==> src/rtl/dice_scorer.sv <==
// rtl/dice_scorer.sv - two-player dice scorekeeper
// Scores each throw when the button is released, alternates players, saturates at TARGET.
module dice_scorer #(
   parameter int TARGET  = 30,
   parameter int SCORE_W = 7
) (
   input  logic               clk,
   input  logic               rst,
   input  logic               button,
   input  logic [2:0]         throw,
   output logic [SCORE_W-1:0] score_a,
   output logic [SCORE_W-1:0] score_b,
   output logic               player,
   output logic [2:0]         last_throw,
   output logic               throw_valid,
   output logic               throw_err,
   output logic               game_over,
   output logic               winner
);

   localparam logic [1:0] ST_WAIT = 2'd0;
   localparam logic [1:0] ST_ROLL = 2'd1;
   localparam logic [1:0] ST_DONE = 2'd2;

   localparam logic [SCORE_W:0]   TARGET_SUM   = (SCORE_W+1)'(TARGET);
   localparam logic [SCORE_W-1:0] TARGET_SCORE = SCORE_W'(TARGET);

   logic [1:0]         state_q, state_d;
   logic               button_q, button_d;
   logic [SCORE_W-1:0] score_a_q, score_a_d;
   logic [SCORE_W-1:0] score_b_q, score_b_d;
   logic               player_q, player_d;
   logic [2:0]         last_throw_q, last_throw_d;
   logic               throw_valid_q, throw_valid_d;
   logic               throw_err_q, throw_err_d;
   logic               game_over_q, game_over_d;
   logic               winner_q, winner_d;

   logic               rise;
   logic               fall;
   logic               throw_legal;
   logic [SCORE_W-1:0] cur_score;
   logic [SCORE_W:0]   sum;

   assign rise        = button & ~button_q;
   assign fall        = ~button & button_q;
   assign throw_legal = (throw != 3'd0) && (throw != 3'd7);
   assign cur_score   = player_q ? score_b_q : score_a_q;
   // One extra bit so a throw near the top of the score range cannot wrap before the compare.
   assign sum         = {1'b0, cur_score} + {{(SCORE_W-2){1'b0}}, throw};

   always_comb begin
      state_d       = state_q;
      button_d      = button;
      score_a_d     = score_a_q;
      score_b_d     = score_b_q;
      player_d      = player_q;
      last_throw_d  = last_throw_q;
      throw_valid_d = 1'b0;
      throw_err_d   = 1'b0;
      game_over_d   = game_over_q;
      winner_d      = winner_q;

      case (state_q)
         ST_WAIT: begin
            if (rise) begin
               state_d = ST_ROLL;
            end
         end
         ST_ROLL: begin
            if (fall) begin
               if (throw_legal) begin
                  last_throw_d  = throw;
                  throw_valid_d = 1'b1;
                  if (sum >= TARGET_SUM) begin
                     if (player_q) begin
                        score_b_d = TARGET_SCORE;
                     end else begin
                        score_a_d = TARGET_SCORE;
                     end
                     game_over_d = 1'b1;
                     winner_d    = player_q;
                     state_d     = ST_DONE;
                  end else begin
                     if (player_q) begin
                        score_b_d = sum[SCORE_W-1:0];
                     end else begin
                        score_a_d = sum[SCORE_W-1:0];
                     end
                     player_d = ~player_q;
                     state_d  = ST_WAIT;
                  end
               end else begin
                  // Illegal face: same player throws again.
                  throw_err_d = 1'b1;
                  state_d     = ST_WAIT;
               end
            end
         end
         ST_DONE: begin
            state_d = ST_DONE;
         end
         default: begin
            state_d = ST_WAIT;
         end
      endcase
   end

   always_ff @(posedge clk) begin
      if (rst) begin
         state_q       <= ST_WAIT;
         // Starting high makes a press held through reset look like no edge.
         button_q      <= 1'b1;
         score_a_q     <= '0;
         score_b_q     <= '0;
         player_q      <= 1'b0;
         last_throw_q  <= 3'd0;
         throw_valid_q <= 1'b0;
         throw_err_q   <= 1'b0;
         game_over_q   <= 1'b0;
         winner_q      <= 1'b0;
      end else begin
         state_q       <= state_d;
         button_q      <= button_d;
         score_a_q     <= score_a_d;
         score_b_q     <= score_b_d;
         player_q      <= player_d;
         last_throw_q  <= last_throw_d;
         throw_valid_q <= throw_valid_d;
         throw_err_q   <= throw_err_d;
         game_over_q   <= game_over_d;
         winner_q      <= winner_d;
      end
   end

   assign score_a     = score_a_q;
   assign score_b     = score_b_q;
   assign player      = player_q;
   assign last_throw  = last_throw_q;
   assign throw_valid = throw_valid_q;
   assign throw_err   = throw_err_q;
   assign game_over   = game_over_q;
   assign winner      = winner_q;

endmodule

==> config.mk <==
export PLATFORM = sky130hd
export DESIGN_NAME = dice_scorer
export DESIGN_NICKNAME = d
export VERILOG_FILES = /design/src/rtl/dice_scorer.sv
export SDC_FILE = /design/constraint.sdc
export NUM_CORES = 1
export LEC_CHECK = 0
export ABC_AREA = 1
export BUFFER_PORTS_ARGS = -buffer_cell sky130_fd_sc_hd__buf_2
export CAP_MARGIN = 20
export CORE_ASPECT_RATIO = 1.2
export CORE_MARGIN = 3
export CORE_UTILIZATION = 57
export CTS_CLUSTER_SIZE = 12
export DETAILED_ROUTE_END_ITERATION = 16
export PLACE_DENSITY = 0.83
export SLEW_MARGIN = 20
export SYNTH_ARGS = -nofsm -noshare
export SYNTH_HDL_FRONTEND = slang
export SYNTH_SLANG_ARGS = --single-unit
==> constraint.sdc <==
create_clock -name clk -period 3.77 [get_ports clk]
set_input_delay 0 -clock clk [delete_from_list [all_inputs] [get_ports clk]]
set_output_delay 0 -clock clk [all_outputs]
set_load 0.005 [all_outputs]
# Word-level counts from Yosys, hierarchy flattened
# Index checks and enable logic that the tools add are counted.
[totals] output_inout_bits=22 elab_cells=49 in_bits=6 ff_bits=25
[classes] n_eq_ne=5 n_addsub=1 n_lt_le_gt_ge=1 n_mux=14 reduce_logical=10 bitwise=8
[op_table] op="$mux 7" n=7
[op_table] op="$reduce_and 4->1" n=4
[op_table] op="$add 7x3->8" n=1
[op_table] op="$ge 8x5->1 const B" n=1
[op_table] op="$mux 2" n=4
[op_table] op="$not 1->1" n=6
[op_table] op="$pmux 2 s3" n=1
[op_table] op="$ne 2x2->1 const B" n=2
[op_table] op="$ne 3x3->1 const B" n=1
[op_table] op="$reduce_and 3->1" n=1
[op_table] op="$reduce_bool 3->1" n=1
[op_table] op="$reduce_or 3->1" n=1
[op_table] op="$and 1x1->1" n=2
[op_table] op="$eq 2x1->1 const B" n=1
[op_table] op="$eq 2x2->1 const B" n=1
[op_table] op="$logic_not 2->1" n=1
[op_table] op="$mux 1" n=2
[op_table] op="$reduce_and 2->1" n=1
[op_table] op="$logic_and 1x1->1" n=1

# Longest topological paths before layout
# Gate-level depths: netlist of run 1.
[logic_depth] ltp_word=7 ltp_mapped=17

# Worst setup path after synthesis of run 1
# No wires, ideal clock.
[synth_timing] path_kind="register -> register" from="reg player_q, in the netlist player" to="reg score_a_q[2], in the netlist score_a[2]" required_ns=3.661 arrival_time_ns=1.957 setup_slack_ns=1.704 setup_time_ns=0.109 stages_incl_launch_ff=18 cell_sequence="dfxtp_1 > inv_2 > nand2_1 > nand2_1 > ha_1 > fa_1 > nand2_1 > nand2_1 > nand2_1 > nor2_1 > nand3_1 > nand2_1 > inv_2 > nand3_4 > nor2_2 > nand2_1 > nand2_1 > inv_1"
[synth_via] elab_chain_len=4 elab_cells_between_ends=7
[synth_rtl] item="start, declared" line_no="32" text="logic player_q, player_d;"
[synth_rtl] item="start signal, assigned" line_no="127" text="player_q <= player_d;"
[synth_rtl] item="$mux 7" line_no="48" text="assign cur_score = player_q ? score_b_q : score_a_q;"
[synth_rtl] item="$add 7x3->8" line_no="50" text="assign sum = {1'b0, cur_score} + {{(SCORE_W-2){1'b0}}, throw};"
[synth_rtl] item="$ge 8x5->1 or $mux 7 (tied branches)" line_no="75, 85"
[synth_rtl] item="$mux 7" line_no="75" text="if (sum >= TARGET_SUM) begin"
[synth_rtl] item="end signal, assigned" line_no="125" text="score_a_q <= score_a_d;"
[synth_rtl] item="end, declared" line_no="30" text="logic [SCORE_W-1:0] score_a_q, score_a_d;"
# Several ways; a longest one is shown, not always the timed one. The select of a mux whose other input is x is not followed.
# A chain may end at the register's enable or synchronous reset.

# Final worst setup path of run 1
# Ends and elaborated chain as after synthesis.

==> results of run 1 <==
==> cells by family after synthesis <==
logic type                 Yosys count
and+or+nand+nor                    104
DFF                                 25
buffers and inverters               27
xor gates and xnor gates             1
adders and majority gates            4
AOI/OAI and AO/OA                   26
==> per-layer routing <==
metal	vias to the layer above	wire length, um	global-route usage [%]
met4	0	48	8.300
li1	657	-	-
met3	8	196	3.291
met5	-	0	0
met1	574	1300	29.68
met2	60	1445	36.29
==> flip-flops by register name (all words and copies together), names as in the netlist <==
| register | count |
|---|---|
| throw_err | 1 |
| game_over | 1 |
| score_a | 7 |
| score_b | 7 |
| state_q | 2 |
| throw_valid | 1 |
| button_q | 1 |
| last_throw | 3 |
| winner | 1 |
| player | 1 |
==> cell usage in the layout (no fill, tap or decap), types with 4 or more instances in the layout <==
master         netlist  routed
inv_1               19      19
dfxtp_1             25      25
nand3_1              9       9
nand4_1              5       5
o21ai_0             11      11
nand2_1             46      46
nand2_2              4       4
buf_2                1      27
a21oi_1             13      13
nor2_1              29      29
dlygate4sd3_1        0       4
==> area by class of cell <==
cell class	count	area share (%)
inverters	23	5.815
clock buffers	3	1.474
flip-flops and latches	25	32.76
clock inverters	1	0.3276
multi-input cells	135	45.70
repair buffers	31	11.47
well taps	30	2.457
==> worst min-delay path, stage by stage <==
cell and delay, ps:
buf_2 150, nor2_1 60, nor2_1 90
==> how the worst min path moves through the flow <==
| stage | start | end | slack, ps | cells after the start |
|---|---|---|---|---|
| floorplan | rst | state_q[0]$_SDFFE_PP0P_ | 70 | 1 |
| global placement | button | button_q$_SDFF_PP1_ | 220 | 3 |
| detailed placement | button | button_q$_SDFF_PP1_ | 230 | 3 |
| CTS | throw[1] | last_throw[1]$_SDFFE_PP0P_ | 20 | 3 |
| global route | throw[1] | last_throw[1]$_SDFFE_PP0P_ | 60 | 3 |
| finish | throw[1] | last_throw[1]$_SDFFE_PP0P_ | 10 | 3 |
==> power by group through the flow <==
stage | combinational, mW | clock, mW | sequential, mW
after CTS | 0.0449 | 0.121 | 0.270
after detailed placement | 0.0415 | 0 | 0.276
after global routing | 0.0506 | 0.130 | 0.271
after floorplan | 0.0291 | 0 | 0.275
final | 0.0449 | 0.119 | 0.270
after global placement | 0.0404 | 0 | 0.276
==> results.md, run 1 <==
- The flow ran to the end, and the final reports show no timing, DRC or antenna violations.
- Summed over all layers, the global routing overflow is 0.
- The number of top-level design ports is 28.
- The layout overhead on the synthesized area is 15.84%.
- Counting instances in the post-synthesis netlist gives the leading cell types as nand2_1, nor2_1, dfxtp_1.
- The class of the worst hold path is primary input to flop.
- The cell total after placement is 240.
- Grouping stages by cell kind, the critical path spends the most delay in simple AND/OR/NAND/NOR gates.
- The gate count after technology mapping is 187.
- CTS built an H-tree with a depth of 1.
- The clock passes through at most 2 buffers.
- The layout cell share with drive strength beyond 1 is 22.02%.
- The mapped netlist covers 1319 um2.
- The number of antenna diodes in the final layout is 0.
- The final cell count without fillers is 248.
- On the worst path, the slowest cell contributes a delay of 640 ps.
- The final setup violation count is 0.
- For the pin with the worst max-slew slack, the measured transition is 466.7 ps.
- Adding up every negative setup slack in the final design gives 0 ps.
- The initial antenna violation count came to 0.
- The total via count in the routed design is 1,299.
- The half-perimeter wire length after detailed placement is 2356 um.
- Clock tree synthesis inserted a total of 3 buffers.
- The fraction of synthesized cell area in xor and xnor cells is 0.6641%.
- The most critical setup path has its startpoint at player$_SDFFE_PP0P_.
- The final critical path takes up 72.12% of the cycle.
- The count of distinct cell types in the synthesized netlist is 29.
- Entering global routing, the biggest net connects 20 pins.
- Counting every net in the synthesized netlist gives 197.
- The synthesized design contains 0 enable-type register cells.
- The clock drives 25 sinks.
- The simple-gate portion of the synthesized area is 37.86%.
- Setup repair after global routing left no endpoint under its margin.
- The final layout contains routed wiring with a total length of 2991 um.
- The number of buffer cells added on primary ports is 27.
- The portion of the post-synthesis area used by sequential elements is 37.95%.
- Averaged over all synthesized cells, the footprint is 7.052 um2.
- The cell area after layout is 1528 um2.
- In this run the biggest area consumer among cell types represents 37.95% of the synthesized area.
- Cells fill 72.16% of the core in the end.
- Measured against its own limit, the worst slew margin works out to 68.84%.
- The number of buffers inserted for hold repair after clock tree synthesis is 4.
- The arrival time at the worst endpoint is 2960 ps.
- Timing would allow up to 0.3678 GHz.
- The overall die width is 49.91 um.
- The die covers 2929 um2.
- In this run the cell area measured after placement is 1460 um2.
- The fraction of the mapped netlist area in compound gates is 10.06%.
- The overall die height is 58.69 um.
- The main combinational cell family by area after synthesis is simple AND/OR/NAND/NOR gates.
- The floorplan step defined a core boundary enclosing 2117 um2.
- In this run the critical register-to-register path is captured at score_a[2]$_SDFFE_PP0P_.
- The clock input transition at the sequential cells of the worst setup and hold paths is 140 ps.
- Sequential cells burn 62.3% of the power.
- The initialized floorplan defines 18 standard-cell rows.
- On the final layout, the worst hold slack is 13.55 ps.
- The final antenna-violating net count is 0.
- For flop-to-flop paths, the worst setup slack is 1050 ps.
- The total internal power is 0.3244 mW.
- After the last flow step, the layout net total stands at 229.
- The synthesized design spends more area on one cell type than any other, namely dfxtp_1.
- By area the synthesized netlist is led by dfxtp_1, nand2_1, nor2_1.
- The cell occurring most often along the worst timing path is nand2_1.
- Of the total synthesized cell area, the portion taken by full adders, half adders and majority gates is 4.364%.
- The mux cell area share after synthesis is 0%.
- The max-slew violation count is 0.
- The clock network is responsible for 27.4% of the overall power.
- The count of maximum capacitance violations is 0.
- The number of warnings issued by yosys is 0.
- The worst setup path is launched from a flop.
- For the final database, setup skew stands at 6.699 ps.
- Gates resized during post-CTS repair numbered 0.
- The maximum fanout along the worst path is 12.
- The post-CTS setup-driven buffer insertion count is 0.
- The prevailing post-synth register cell is dfxtp_1.
- The wire length of the first global-routing pass is 5092 um.
- For this design the ratio of total power to cell area is 284.1 nW/um2.
- Walking the worst path, the cells encountered are inv_2 -> nand2_1 -> nand2_1 -> ha_1 -> fa_1 -> nand2_1 -> nand2_1 -> nand2_1 -> nor2_1 -> nand3_1 -> nand2_1 -> inv_2 -> nand3_4 -> nor2_2 -> nand2_1 -> nand2_1 -> inv_1.
- For the worst-skew pair, the clock arrives at the later sink with an insertion delay of 320 ps.
- The logic depth of the worst setup path including buffers is 17.
- For this design the total switching power over the nets is 0.1096 mW.
- The completed layout was analyzed and its total power is 0.4340 mW.
- The path type of the worst setup path is flop to flop.
- The largest individual stage delay along the critical path comes from the cell dfxtp_1.
- The starting density of the core is 62.29%.
- The termination of the worst setup path is score_a[2]$_SDFFE_PP0P_.
- Once routing completed, OpenROAD measured the worst setup slack at 1051 ps.
- The combinational group share of total power is 10.4%.
- TritonCTS built the clock tree.
- The depth of the most critical reg-to-reg path is 17.
- The per-cell via count in the routed design is 5.238.
- The number of DRC markers in iteration 0 is 70.
- The net switching share of the total power is 25.26%.
- The detail-routed net length per standard cell is 12.06 um.
- The via count of the first global-routing pass is 1,148.
- The DRC violations left is 0.
- The final estimated routing congestion in global placement is 0.9082.
- The flop and latch count out of synthesis is 25.
- The overall fraction of global-route tracks in use is 22.19%.
- The time the final worst path needs with I/O delays and setup is 2719 ps.
- The count of endpoints failing hold in the final timing report was 0.
- At the worst endpoint, the required time is 4010 ps.
- CTS placed an instance of clkbuf_4 at the clock tree root.
- Summed over all cells, the static leakage comes to 0.7764 nW.
- Registers take 500.5 um2.
- STA classifies the critical path endpoint as a flop.
- The most instantiated library cell after synthesis is nand2_1.
- The launch point of the worst reg-to-reg path is player$_SDFFE_PP0P_.
- Before CTS, the worst setup slack after placement is 1112 ps.
- For this run, the detailed router's first-pass iteration total came to 4.
- The fill cell total of the finished layout is 173.
- IR analysis of the VDD net gives a maximum drop of 0.3138 mV.
- The combined area of the multi-input logic cells is 698.2 um2.
- The total buffers and inverters traversed by the critical path is 3.
- After synthesis, the share of flip-flops with an asynchronous set or reset is 0%.
No activity file was read; power rests on OpenSTA's default activity.
==> inputs of run 2 (changes only) <==
- CORE_UTILIZATION: 57 -> 48
- PLACE_DENSITY: 0.83 -> 0.74
- clock period: 3.77 -> 2.35 ns (I/O delays scaled with it)
==> results.md, run 2 (synthesis gave the netlist of run 1 again) <==
- The portion of total power attributed to the clock network is 27.4% (about the same).
- The total buffers and inverters traversed by the critical path is 3 (unchanged).
- The total internal power is 0.5251 mW (+62%).
- The number of buffer cells added on primary ports is 27 (unchanged).
- The detail-routed net length per standard cell is 12.17 um (+0.87%).
- The capturing element type of the critical path is a flop.
- The highest attainable clock frequency is 0.4612 GHz (+25%).
- The detailed-routing wirelength on met1 came to 1418 um (+9.1%).
- The net switching share of the total power is 25.17% (-0.086 points).
- The total length of routed met3 wires is 74 um (-62%).
- The combined area of the multi-input logic cells came to 728.2 um2 (+4.3%).
- The hold slack is 15.31 ps (+1.758 ps).
- The count of maximum capacitance violations is 0 (unchanged).
- The delay contributed by the slowest stage of the critical path is 400 ps (-240 ps).
- The met2 wirelength from detailed routing is 1549 um (+7.2%).
- The H-tree level count is 1 (unchanged).
- The per-cell via count in the routed design is 4.937 (-5.7%).
- The worst flop-to-flop path endpoint is score_a[2]$_SDFFE_PP0P_.
- The final worst-path setup slack came to 181.6 ps (-869.6 ps).
- The total via count in the routed design is 1,254 (-3.5%).
- The final estimated routing congestion in global placement is 0.7773 (-14%).
- The count of nets after finishing was 232 (+1.3%).
- The overall fraction of global-route tracks in use came to 21.03% (-1.2 points).
- The floorplan row count came to 20 (+2).
- The clock input transition at the sequential cells of the worst setup and hold paths was 130 ps (about the same).
- The start point of the worst hold path is throw[1].
- The area of all sequential standard cells came to 504.2 um2 (+0.75%).
- Broken down by cell family, the worst path's largest delay share belongs to simple AND/OR/NAND/NOR gates.
- The number of cells traversed by the worst hold path came to 3 (unchanged).
- The total global routing overflow is 0 (unchanged).
- The core area came to 2577 um2 (+22%).
- The count of endpoints failing hold in the final timing report is 0 (unchanged).
- The maximum fanout along the worst path is 9 (-3).
- The final cycle utilization of the critical path was 92.27% (+20 points).
- The clock tree from TritonCTS is built.
- The arrival time at the worst endpoint is 2410 ps (-550 ps).
- The via count of the first global-routing pass is 1,284 (+12%).
- The startpoint identified for the worst register-to-register timing path is player$_SDFFE_PP0P_.
- The number of buffers created by CTS is 3 (unchanged).
- The total power per unit cell area is 441.7 nW/um2 (+55%).
- The detailed-router iteration count before antenna repair is 4 (unchanged).
- The number of top-level design ports came to 28 (unchanged).
- The library cell used most frequently in the layout, excluding fill and tap cells, is nand2_1.
- The time the final worst path needs with I/O delays and setup is 2168 ps (-550.4 ps).
- The overall die height was 63.42 um (+8.1%).
- The leakage power was 0.7901 nW (+1.8%).
- The final setup violation count is 0 (unchanged).
- The fill cell total of the finished layout is 239 (+38%).
- The logic depth of the worst setup path including buffers is 17 (unchanged).
- The worst slack at placement is 46.72 ps (-1066 ps).
- The layout cell share with drive strength beyond 1 came to 25.79% (+3.8 points).
- The worst-case vdd ir drop is 0.3769 mV (+20%).
- The number of sinks driven by the clock tree is 25 (unchanged).
- The latest clock arrival within the worst-skew pair is 320 ps (about the same).
- The final cell count without fillers came to 254 (+2.4%).
- The DRC violations left is 0 (unchanged).
- The cell total after placement is 245 (+2.1%).
- The measured slew at the worst slew-check pin is 484.3 ps (+17.59 ps).
- The overall die width came to 53.85 um (+7.9%).
- The required time reported for the critical path endpoint was 2590 ps (-1420 ps).
- Traced cell by cell, the critical path runs through inv_4 -> nand2_1 -> nand2_1 -> ha_2 -> fa_2 -> nand2_2 -> nand2_2 -> nand2_2 -> nor2_1 -> nand3_1 -> nand2_1 -> inv_2 -> nand3_4 -> nor2_4 -> nand2_1 -> nand2_1 -> inv_1.
- The class of the worst hold path is primary input to flop.
- The final routed wirelength across all metal layers is 3090 um (+3.3%).
- The maximum number of buffers from clock root to sink is 2 (unchanged).
- The largest net degree at the start of global routing was 20 (unchanged).
- The final antenna-violating net count is 0 (unchanged).
- The clock tree skew after final layout is 3.051 ps (-3.648 ps).
- The max-slew violation count is 0 (unchanged).
- The initial antenna violation count is 0 (unchanged).
- The depth of the most critical reg-to-reg path is 17 (unchanged).
- The power dissipated by switching net loads is 0.1767 mW (+61%).
- The library cells used most frequently in the layout, excluding fill and tap cells, are nand2_1, nor2_1, buf_2.
- The total die area was 3415 um2 (+17%).
- The starting density of the core is 51.17% (-11 points).
- The cell with the largest stage delay on the worst path is dfxtp_4.
- The layout overhead on the synthesized area is 20.49%.
- The final antenna diode count came to 0 (unchanged).
- The number of DRC markers in iteration 0 is 39 (-44%).
- The setup slack on the worst flop-to-flop path is 180 ps (-870 ps).
- The total negative setup slack came to 0 ps (unchanged).
- The root buffer cell is clkbuf_4.
- The worst hold path terminates at last_throw[1]$_SDFFE_PP0P_.
- The worst setup path is of the flop to flop kind.
- The wire length of the first global-routing pass is 5464 um (+7.3%).
- The run finished with clean final reports.
- The topmost layer with routed signal wires is met4.
- The sequential share of power is 61.5% (-0.8 points).
- The half-perimeter wire length after detailed placement came to 2353 um (-0.16%).
- The relative slew slack is 67.51% (-1.3 points).
- The startpoint kind of the worst setup timing path is a flop.
- The fraction of the core area covered by cells at the end of the flow is 61.65% (-11 points).
- The cell occurring most often along the worst timing path is nand2_1.
- The combinational group share of total power is 11.2% (+0.8 points).
## run 2: changes by cell type in the layout (fill, tap and decap cells not counted), moves of 2 or more
| cell | previous run | this run |
|---|---|---|
| buf_4 | 0 | 3 |
| nand2_1 | 46 | 43 |
| nand2_2 | 4 | 7 |
| ha_1 | 3 | 1 |
## run 2: layout make-up
cell class	instances	area share [%]
sequential	25	31.73
tap	33	2.598
inverter	23	5.748
multi-input combinational	135	45.83
clock buffer	4	1.654
timing repair buffer	34	12.44
## run 2: power by group through the flow
stage | logic [mW] | clock network (mW) | registers (mW)
floorplan | 0.0467 | 0 | 0.442
global placement | 0.0677 | 0 | 0.441
detailed placement | 0.0689 | 0 | 0.442
CTS | 0.0745 | 0.198 | 0.432
global route | 0.0901 | 0.213 | 0.432
finish | 0.0784 | 0.192 | 0.431
## run 2: repair_timing
action / in CTS / in global routing
hold endpoints to repair: 8 / 0
pin swaps: 0 / 3
hold buffers: 4 / 0
buffers inserted: 0 / 1
cloned: 0 / 0
setup endpoints to repair: 1 / 14
gates resized for setup: 1 / 9
## run 2: worst max-delay path by stage
stage                        start                      end
2_1_floorplan  player$_SDFFE_PP0P_  score_a[2]$_SDFFE_PP0P_
3_3_place_gp   player$_SDFFE_PP0P_  score_a[2]$_SDFFE_PP0P_
3_5_place_dp   player$_SDFFE_PP0P_  score_a[2]$_SDFFE_PP0P_
4_1_cts        player$_SDFFE_PP0P_  score_a[2]$_SDFFE_PP0P_
5_1_grt        player$_SDFFE_PP0P_  score_b[2]$_SDFFE_PP0P_
6_report       player$_SDFFE_PP0P_  score_a[2]$_SDFFE_PP0P_
## run 2: stage by stage
step	power (mW)	instance area, um2
final	0.7018	1589
after global routing	0.7351	1589
after CTS	0.7050	1546
after detailed placement	0.5104	1479
after global placement	0.5091	1479
after floorplan	0.4882	1319
## run 2: worst reg2reg max path, stage by stage (launching register included)
cell     delay, ps
dfxtp_4        400
inv_4           60
nand2_1         60
nand2_1         60
ha_2           190
fa_2           380
nand2_2         80
nand2_2         70
nand2_2         90
nor2_1          40
nand3_1         70
nand2_1         90
inv_2           80
nand3_4        120
nor2_4         140
nand2_1         60
nand2_1         60
inv_1           40
## run 2: per-layer routing
metal	global-route usage [%]	vias to the layer above
met5	0	-
met4	6.709	0
met3	2.837	5
met2	35.00	16
met1	27.07	570
li1	-	663
